**config.mk**
```make
export PLATFORM = sky130hd
export DESIGN_NAME = mmio_uart_tx
export DESIGN_NICKNAME = d
export VERILOG_FILES = /design/src/rtl/mmio_uart_pkg.sv /design/src/rtl/mmio_uart_tx_fifo.sv /design/src/rtl/mmio_uart_tx.sv
export SDC_FILE = /design/constraint.sdc
export NUM_CORES = 1
export LEC_CHECK = 0
export CAP_MARGIN = 10
export CORE_MARGIN = 2
export CORE_UTILIZATION = 45
export DETAILED_ROUTE_END_ITERATION = 12
export PLACE_DENSITY = 0.72
export SLEW_MARGIN = 40
export SYNTH_ARGS = -nofsm -noshare
export SYNTH_HDL_FRONTEND = slang
export SYNTH_HIERARCHICAL = 1
export SYNTH_SLANG_ARGS = --single-unit
```
**constraint.sdc**
```tcl
create_clock -name clk -period 6.19 [get_ports clk]
set_clock_uncertainty 0.15 [all_clocks]
set_input_delay 1.238 -clock clk [delete_from_list [all_inputs] [get_ports clk]]
set_output_delay 1.238 -clock clk [all_outputs]
set_load 0.02 [all_outputs]
```
**src/rtl/mmio_uart_pkg.sv**
```systemverilog
// Shared definitions for the memory-mapped UART transmitter:
// register map, STATUS layout, engine states and frame geometry.
package mmio_uart_pkg;

  localparam logic [1:0] REG_TXDATA  = 2'd0;
  localparam logic [1:0] REG_STATUS  = 2'd1;
  localparam logic [1:0] REG_BAUDDIV = 2'd2;
  localparam logic [1:0] REG_RSVD    = 2'd3;

  localparam int STAT_FULL  = 0;
  localparam int STAT_EMPTY = 1;
  localparam int STAT_BUSY  = 2;
  localparam int STAT_OVF   = 3;

  // start + 8 data + stop
  localparam int FRAME_BITS = 10;

  typedef enum logic [1:0] {
    IDLE,
    START,
    DATA,
    STOP
  } tx_state_e;

  function automatic logic [31:0] status_word(
    input logic ovf,
    input logic busy,
    input logic empty,
    input logic full
  );
    logic [31:0] s;
    s = '0;
    s[STAT_FULL]  = full;
    s[STAT_EMPTY] = empty;
    s[STAT_BUSY]  = busy;
    s[STAT_OVF]   = ovf;
    return s;
  endfunction

endpackage

```
**src/rtl/mmio_uart_tx_fifo.sv**
```systemverilog
// Synchronous TX FIFO; a push into a full FIFO is taken only
// when a pop retires an entry on the same edge.
module tx_fifo #(
  parameter int WIDTH = 8,
  parameter int DEPTH = 4,
  localparam int AW = $clog2(DEPTH)
) (
  input  logic             clk,
  input  logic             reset,
  input  logic             push,
  input  logic             pop,
  input  logic [WIDTH-1:0] din,
  output logic [WIDTH-1:0] dout,
  output logic             full,
  output logic             empty,
  output logic [AW:0]      count
);

  logic [WIDTH-1:0] mem [DEPTH];
  logic [AW-1:0]    wptr;
  logic [AW-1:0]    rptr;
  logic             do_push;
  logic             do_pop;

  assign full    = (count == (AW+1)'(DEPTH));
  assign empty   = (count == '0);
  assign do_pop  = pop && !empty;
  assign do_push = push && (!full || do_pop);
  assign dout    = mem[rptr];

  always_ff @(posedge clk) begin
    if (do_push) begin
      mem[wptr] <= din;
    end
  end

  always_ff @(posedge clk or negedge reset) begin
    if (!reset) begin
      wptr  <= '0;
      rptr  <= '0;
      count <= '0;
    end else begin
      if (do_push) begin
        wptr <= wptr + 1'b1;
      end
      if (do_pop) begin
        rptr <= rptr + 1'b1;
      end
      unique case ({do_push, do_pop})
        2'b10:   count <= count + 1'b1;
        2'b01:   count <= count - 1'b1;
        default: count <= count;
      endcase
    end
  end

endmodule

```
**src/rtl/mmio_uart_tx.sv**
```systemverilog
// MMIO UART transmitter: bus decode, register file and 8N1
// shift engine fed from a small TX FIFO.
module mmio_uart_tx
  import mmio_uart_pkg::*;
#(
  parameter logic [31:0] BASE_ADDR  = 32'h0000_0400,
  parameter int          FIFO_DEPTH = 4,
  parameter logic [15:0] DIV_RESET  = 16'd867
) (
  input  logic        clk,
  input  logic        reset,
  input  logic        we,
  input  logic [31:0] a,
  input  logic [31:0] wd,
  output logic [31:0] rd,
  output logic        tx
);

  localparam int          CW        = $clog2(FIFO_DEPTH) + 1;
  localparam logic [2:0]  LAST_DATA = 3'(FRAME_BITS - 3);

  logic        hit;
  logic [1:0]  sel;
  logic        wr_data;
  logic        wr_status;
  logic        wr_div;

  logic [15:0] div;
  logic        ovf;

  logic        push;
  logic        pop;
  logic [7:0]  fifo_dout;
  logic        full;
  logic        empty;
  logic [CW-1:0] count;

  tx_state_e   state;
  logic [15:0] cnt;
  logic [2:0]  idx;
  logic [7:0]  shift;
  logic        bit_end;
  logic        busy;
  logic [31:0] status;

  logic        unused_ok;

  assign hit = (a[31:4] == BASE_ADDR[31:4]);
  assign sel = a[3:2];

  always_comb begin
    wr_data   = 1'b0;
    wr_status = 1'b0;
    wr_div    = 1'b0;
    if (we && hit) begin
      unique case (1'b1)
        (sel == REG_TXDATA):  wr_data   = 1'b1;
        (sel == REG_STATUS):  wr_status = 1'b1;
        (sel == REG_BAUDDIV): wr_div    = 1'b1;
        (sel == REG_RSVD):    ;
      endcase
    end
  end

  assign push    = wr_data;
  assign bit_end = (cnt == '0);
  assign busy    = (state != IDLE);
  // Engine takes the next byte when idle or at the last stop-bit cycle.
  assign pop     = !empty &&
                   ((state == IDLE) || ((state == STOP) && bit_end));

  tx_fifo #(
    .WIDTH (8),
    .DEPTH (FIFO_DEPTH)
  ) u_fifo (
    .clk   (clk),
    .reset (reset),
    .push  (push),
    .pop   (pop),
    .din   (wd[7:0]),
    .dout  (fifo_dout),
    .full  (full),
    .empty (empty),
    .count (count)
  );

  always_ff @(posedge clk or negedge reset) begin
    if (!reset) begin
      div <= DIV_RESET;
      ovf <= 1'b0;
    end else begin
      if (wr_div) begin
        div <= wd[15:0];
      end
      if (push && full && !pop) begin
        ovf <= 1'b1;
      end else if (wr_status && wd[STAT_OVF]) begin
        ovf <= 1'b0;
      end
    end
  end

  assign status = status_word(ovf, busy, empty, full);

  always_comb begin
    rd = '0;
    if (hit) begin
      unique case (sel)
        REG_STATUS:  rd = status;
        REG_BAUDDIV: rd = {16'b0, div};
        REG_TXDATA:  rd = '0;
        REG_RSVD:    rd = '0;
      endcase
    end
  end

  // tx is registered; each transition sets the level of the next bit.
  always_ff @(posedge clk or negedge reset) begin
    if (!reset) begin
      state <= IDLE;
      cnt   <= '0;
      idx   <= '0;
      shift <= '0;
      tx    <= 1'b1;
    end else begin
      unique case (state)
        IDLE: begin
          if (pop) begin
            shift <= fifo_dout;
            cnt   <= div;
            state <= START;
            tx    <= 1'b0;
          end
        end
        START: begin
          if (bit_end) begin
            cnt   <= div;
            idx   <= '0;
            state <= DATA;
            tx    <= shift[0];
          end else begin
            cnt <= cnt - 1'b1;
          end
        end
        DATA: begin
          if (bit_end) begin
            cnt <= div;
            if (idx == LAST_DATA) begin
              state <= STOP;
              tx    <= 1'b1;
            end else begin
              idx   <= idx + 1'b1;
              shift <= {1'b0, shift[7:1]};
              tx    <= shift[1];
            end
          end else begin
            cnt <= cnt - 1'b1;
          end
        end
        STOP: begin
          if (bit_end) begin
            if (pop) begin
              shift <= fifo_dout;
              cnt   <= div;
              state <= START;
              tx    <= 1'b0;
            end else begin
              state <= IDLE;
            end
          end else begin
            cnt <= cnt - 1'b1;
          end
        end
      endcase
    end
  end

  assign unused_ok = ^{a[1:0], wd[31:16], count};

endmodule

```
Word level (Yosys, flattened, before mapping):

Memory sizes are Yosys's and may differ from the RTL's.
Index checks and enable logic that the tools add are counted.

* $add $sub $neg: 6
* $mul: 0
* divide/modulo/power cells: 0
* order comparisons: 0
* equality and inequality tests: 17
* shift operators: 0
* multiplexer cells: 39
* bitwise logic cells: 0
* reductions and logical operators: 28

Operators by type and width (number)
* $pmux W32 S3: 1
* $mux W16: 3
* $pmux W16 S3: 1
* $mux W32: 1
* $mux W8: 4
* $eq A28 B7 Y1 const B: 1
* $pmux W8 S3: 1
* $logic_not A16 Y1: 1
* $mux W1: 16
* $sub A16 B1 Y16 const B: 1
* $ne A2 B2 Y1 const B: 6
* $pmux W3 S2: 2
* $eq A2 B2 Y1 const B: 5
* $mux W2: 5
* $mux W3: 3
* $logic_and A1 B1 Y1: 8
* $pmux W2 S4: 1
* $reduce_and A4 Y1: 2
* $reduce_bool A2 Y1: 4
* $add A3 B1 Y3 const B: 2
* $eq A2 B1 Y1 const B: 3
* $eq A3 B3 Y1 const B: 2
* $reduce_and A5 Y1: 1
* $add A2 B1 Y2 const B: 2
* 9 further kinds: 14

* register bits after elaboration: 54
* latch bits: 0
* memory bits (writable): 32
* bits in read-only memories: 0
* bits of input ports: 67
* output and inout bits: 33
* memories: 1

Memory list
* u_fifo.mem: words 4, bits a word 8, rd ports 1, clocked after memory_dff 0, wr ports 1, RTL line mmio_uart_tx_fifo.sv:19 `logic [WIDTH-1:0] mem [DEPTH];`

Longest topological paths before layout:

* word-level depth: 9
* gate-level depth with buffers: 14
* gate-level depth less buffers: 13

Cells and area by module:

The synthesis kept the hierarchy.

By module, submodules not included
* mmio_uart_tx: instances 1, cells an instance 311, area each 3110.5 um^2
* tx_fifo: instances 1, cells an instance 81, area each 1586.5 um^2

Least setup slack after synthesis:

OpenSTA, ideal clock, no wires.

* path type: input to output
* start: input port a[5]
* end: output port rd[10]
* data arrival time: 2.551 ns
* data required time: 4.802 ns
* path slack: 2.251 ns
* stages: 6
* path buffers: 1
* cell sequence: nor4b_2 > and4_1 > nand4_4 > nor3b_4 > clkbuf_1 > and2_1

* word-level cells in the longest chain between the ends: 2

RTL lines
* start, declared: RTL line mmio_uart_tx.sv:13 `input logic [31:0] a,`
* $eq A28 B7 Y1: RTL line mmio_uart_tx.sv:48 `assign hit = (a[31:4] == BASE_ADDR[31:4]);`
* $mux W32: RTL line mmio_uart_tx.sv:107 `if (hit) begin`
* end, declared: RTL line mmio_uart_tx.sv:15 `output logic [31:0] rd,`

No other way between the ends.

Worst setup path in the final report:

* start: input port a[9]
* end: output port rd[4]

The elaborated chain is that of the path after synthesis.

==> reports/qor.txt <==
synthesized area - 4700 sq um
Leakage - 2.20 nW
Seq. cell area - 2320 sq um
capture point of the critical path - rd[4]
WP data arrival - 3.63 ns
IO Count - 100
clk_lat worst skew - 0.36 ns
Levels on crit path - 7
Startpoint Class - primary input
max_cap viols - 0
fin nets - 535
crit path kind - in2out
Clock transition at path regs - 0.08 ns
largest delay contributor family on the critical path - simple AND/OR/NAND/NOR gates
Die W - 106 microns
Worst Reg2Reg Path Length in Cells - 10
global-route wire length before repair - 15.8 mm
gr ovfl total - 0
dominant synthesized flop cell - dfrtp_1
Synth cell types - 72
CP max FO - 13
ANT cells - 0
CTS Buf Count - 9
unrepaired setup endpoints after global routing - no
initial antenna violation count - 0
commonest non-fill, non-tap cell in the layout - clkdlybuf4s50_1
share of synthesized registers carrying an async set or reset - 62.8%
CTS Buffer Depth - 2
setup TNS - 0 ns
initial core utilization - 45.9%
DR pass1 iterations - 5
GRT Total Usage - 18.0%
worst setup path startpoint - a[9]
final hold violations - 0
drt drc - 0
largest cells by area after synthesis - dfrtp_1 25%, edfxtp_1 20%, dfstp_2 3.9%
Most Frequent Cell on Critical Path - clkdlybuf4s50_1
sequential-to-total area share from yosys stat - 49.4%
PwrDens - 188 nW/um^2
biggest cell delay along the critical path - 0.62 ns
vias in the first global route - 3,278
cell count after synthesis - 392
slew at the pin closest to its max-slew limit - 0.714 ns
final period utilization - 81.1%
Setup crit end kind - output pin
clock power share - 37.1%
largest net degree at the start of global routing - 55
Logic pwr share - 6.3%
fmax - 199 MHz
slew margin rel. - 52.4%
WL/cell - 15.9 microns
gpl congestion - 0.797
Post-synth EDFFs - 32
cell at the slowest stage of the critical path - clkdlybuf4s50_1
Root Buffer - clkbuf_8
CP cell instances - clkdlybuf4s50_1 -> nor4_1 -> and4_1 -> nand4_4 -> nor3b_4 -> and2_1 -> clkdlybuf4s50_1
die height - 106 microns
postcts setup bufs - 0
fill cell count - 876
remaining antenna violation count - 0
CTS tree - built
Sequential Power Share - 56.7%
Layout area overhead - 18.4%
Placeable Area - 10,200 sq um
Final Critical Period - 5.02 ns
worst hold path class - reg2reg
Final Util - 54.3%
R2R Path End - u_fifo/count[2]
post-synth top area cell - dfrtp_1
Peak VDD IR - 0.000108 V
htree depth - 3
dpl hpwl - 6.76 mm
RR Startpoint - cnt[3]
outcome - finished clean
Hold Buf Count CTS - 0
Worst Path Required - 4.80 ns
full die area - 11,300 sq um
Resized Gates After CTS - 0
Pins Over Slew Limit - 0
Yosys top cell area share - 25.0%
Vias per Instance - 5.39
placement row count - 37
Synth Register Bits - 86
r2r setup slk - 2.76 ns
Worst Path Buf+Inv - 2
DR iter-0 viols - 157
Mean Syn Cell Area - 12.0 sq um
most frequent cells in the layout - 64 x clkdlybuf4s50_1, 47 x dfrtp_1, 32 x edfxtp_1
fraction of layout cells with a size suffix above 1 - 15.3%
area used by multi-input combinational logic - 2150 sq um
clk sinks - 86
Synth Warn # - 6
Switching Share - 22.6%
Internal - 0.808 mW
routed via count - 3,199
port buffer count - 65
Setup-failing EPs final - 0
Net Switching - 0.235 mW
routed wire length - 9.45 mm
-- metrics by stage --
step                      cell area [sq um]  instances  setup slack, ns  hold WS, ns  power (mW)
final                                  5560        594             1.17        0.341        1.04
after detailed placement               5370        578             1.12        0.325       0.670
after floorplan                        4750        407             2.25        0.300       0.631
after global routing                   5560        594            0.996        0.361        1.08
after global placement                 5360        578             1.11        0.312       0.668
after CTS                              5560        594             1.11        0.344        1.05
-- registers in the layout (all words and copies together) (netlist names) --
register and count:
u_fifo/mem 32, cnt 16, u_fifo/rptr 2, tx 1, div 16, u_fifo/count 3
state 2, ovf 1, shift 8, u_fifo/wptr 2, idx 3
-- metal layers --
layer / share of wire [%] / global-route usage [%]
met1: 44 / 22.5
met4: 2.6 / 8.83
met2: 49 / 30.3
met5: 0 / 0
met3: 4.6 / 3.07
-- cell usage after synthesis, drive strengths merged, types with 3 or more instances --
cell type,n
mux2,17
nor3b,6
mux4,8
nor2b,5
mux2i,14
buf,26
nor4,10
o22ai,3
edfxtp,32
a21oi,9
nand2,28
nor3,9
xnor2,7
xor2,6
and2,18
dfstp,7
o211ai,3
a22oi,9
or3,3
o21ai,28
ha,14
dfrtp,47
clkbuf,6
nor2,21
inv,17
-- layout make-up --
cell class,instances,area share [%]
Sequential cell,86,41.7
Multi-Input combinational cell,272,38.7
Timing Repair Buffer,67,11.9
Tap cell,136,3.06
Clock buffer,10,2.30
Inverter,17,1.15
Clock inverter,6,1.13
-- tightest hold or removal path, stage by stage, from the launching register on --
cell,delay (ns)
dfrtp_1,0.35
nand2_1,0.05
o21ai_0,0.06
-- logic make-up after synthesis --
logic type	synth area share, %
buf+inv	6.13
flops	49.4
mux	11.8
compound gates	11.3
other cells	0.0798
xor+xnor	2.42
simple gates	14.7
fa+ha+maj	4.16
-- power by group through the flow --
stage,clock [mW],combinational [mW],sequential [mW]
2_1_floorplan,0,0.0274,0.603
6_report,0.387,0.0656,0.591
5_1_grt,0.412,0.0721,0.591
3_3_place_gp,0,0.0645,0.603
4_1_cts,0.397,0.0667,0.591
3_5_place_dp,0,0.0665,0.603
-- worst min-delay path by stage --
stage / startpoint / endpoint / slack, ns / cells after the start
after detailed placement: shift[3] / shift[3] / 0.33 / 2
after global placement: shift[3] / shift[3] / 0.31 / 2
after global routing: shift[3] / shift[3] / 0.36 / 2
after floorplan: shift[2] / shift[2] / 0.30 / 2
final: shift[3] / shift[3] / 0.34 / 2
after CTS: shift[3] / shift[3] / 0.34 / 2
Note: power is estimated with default switching activity, not from simulation.
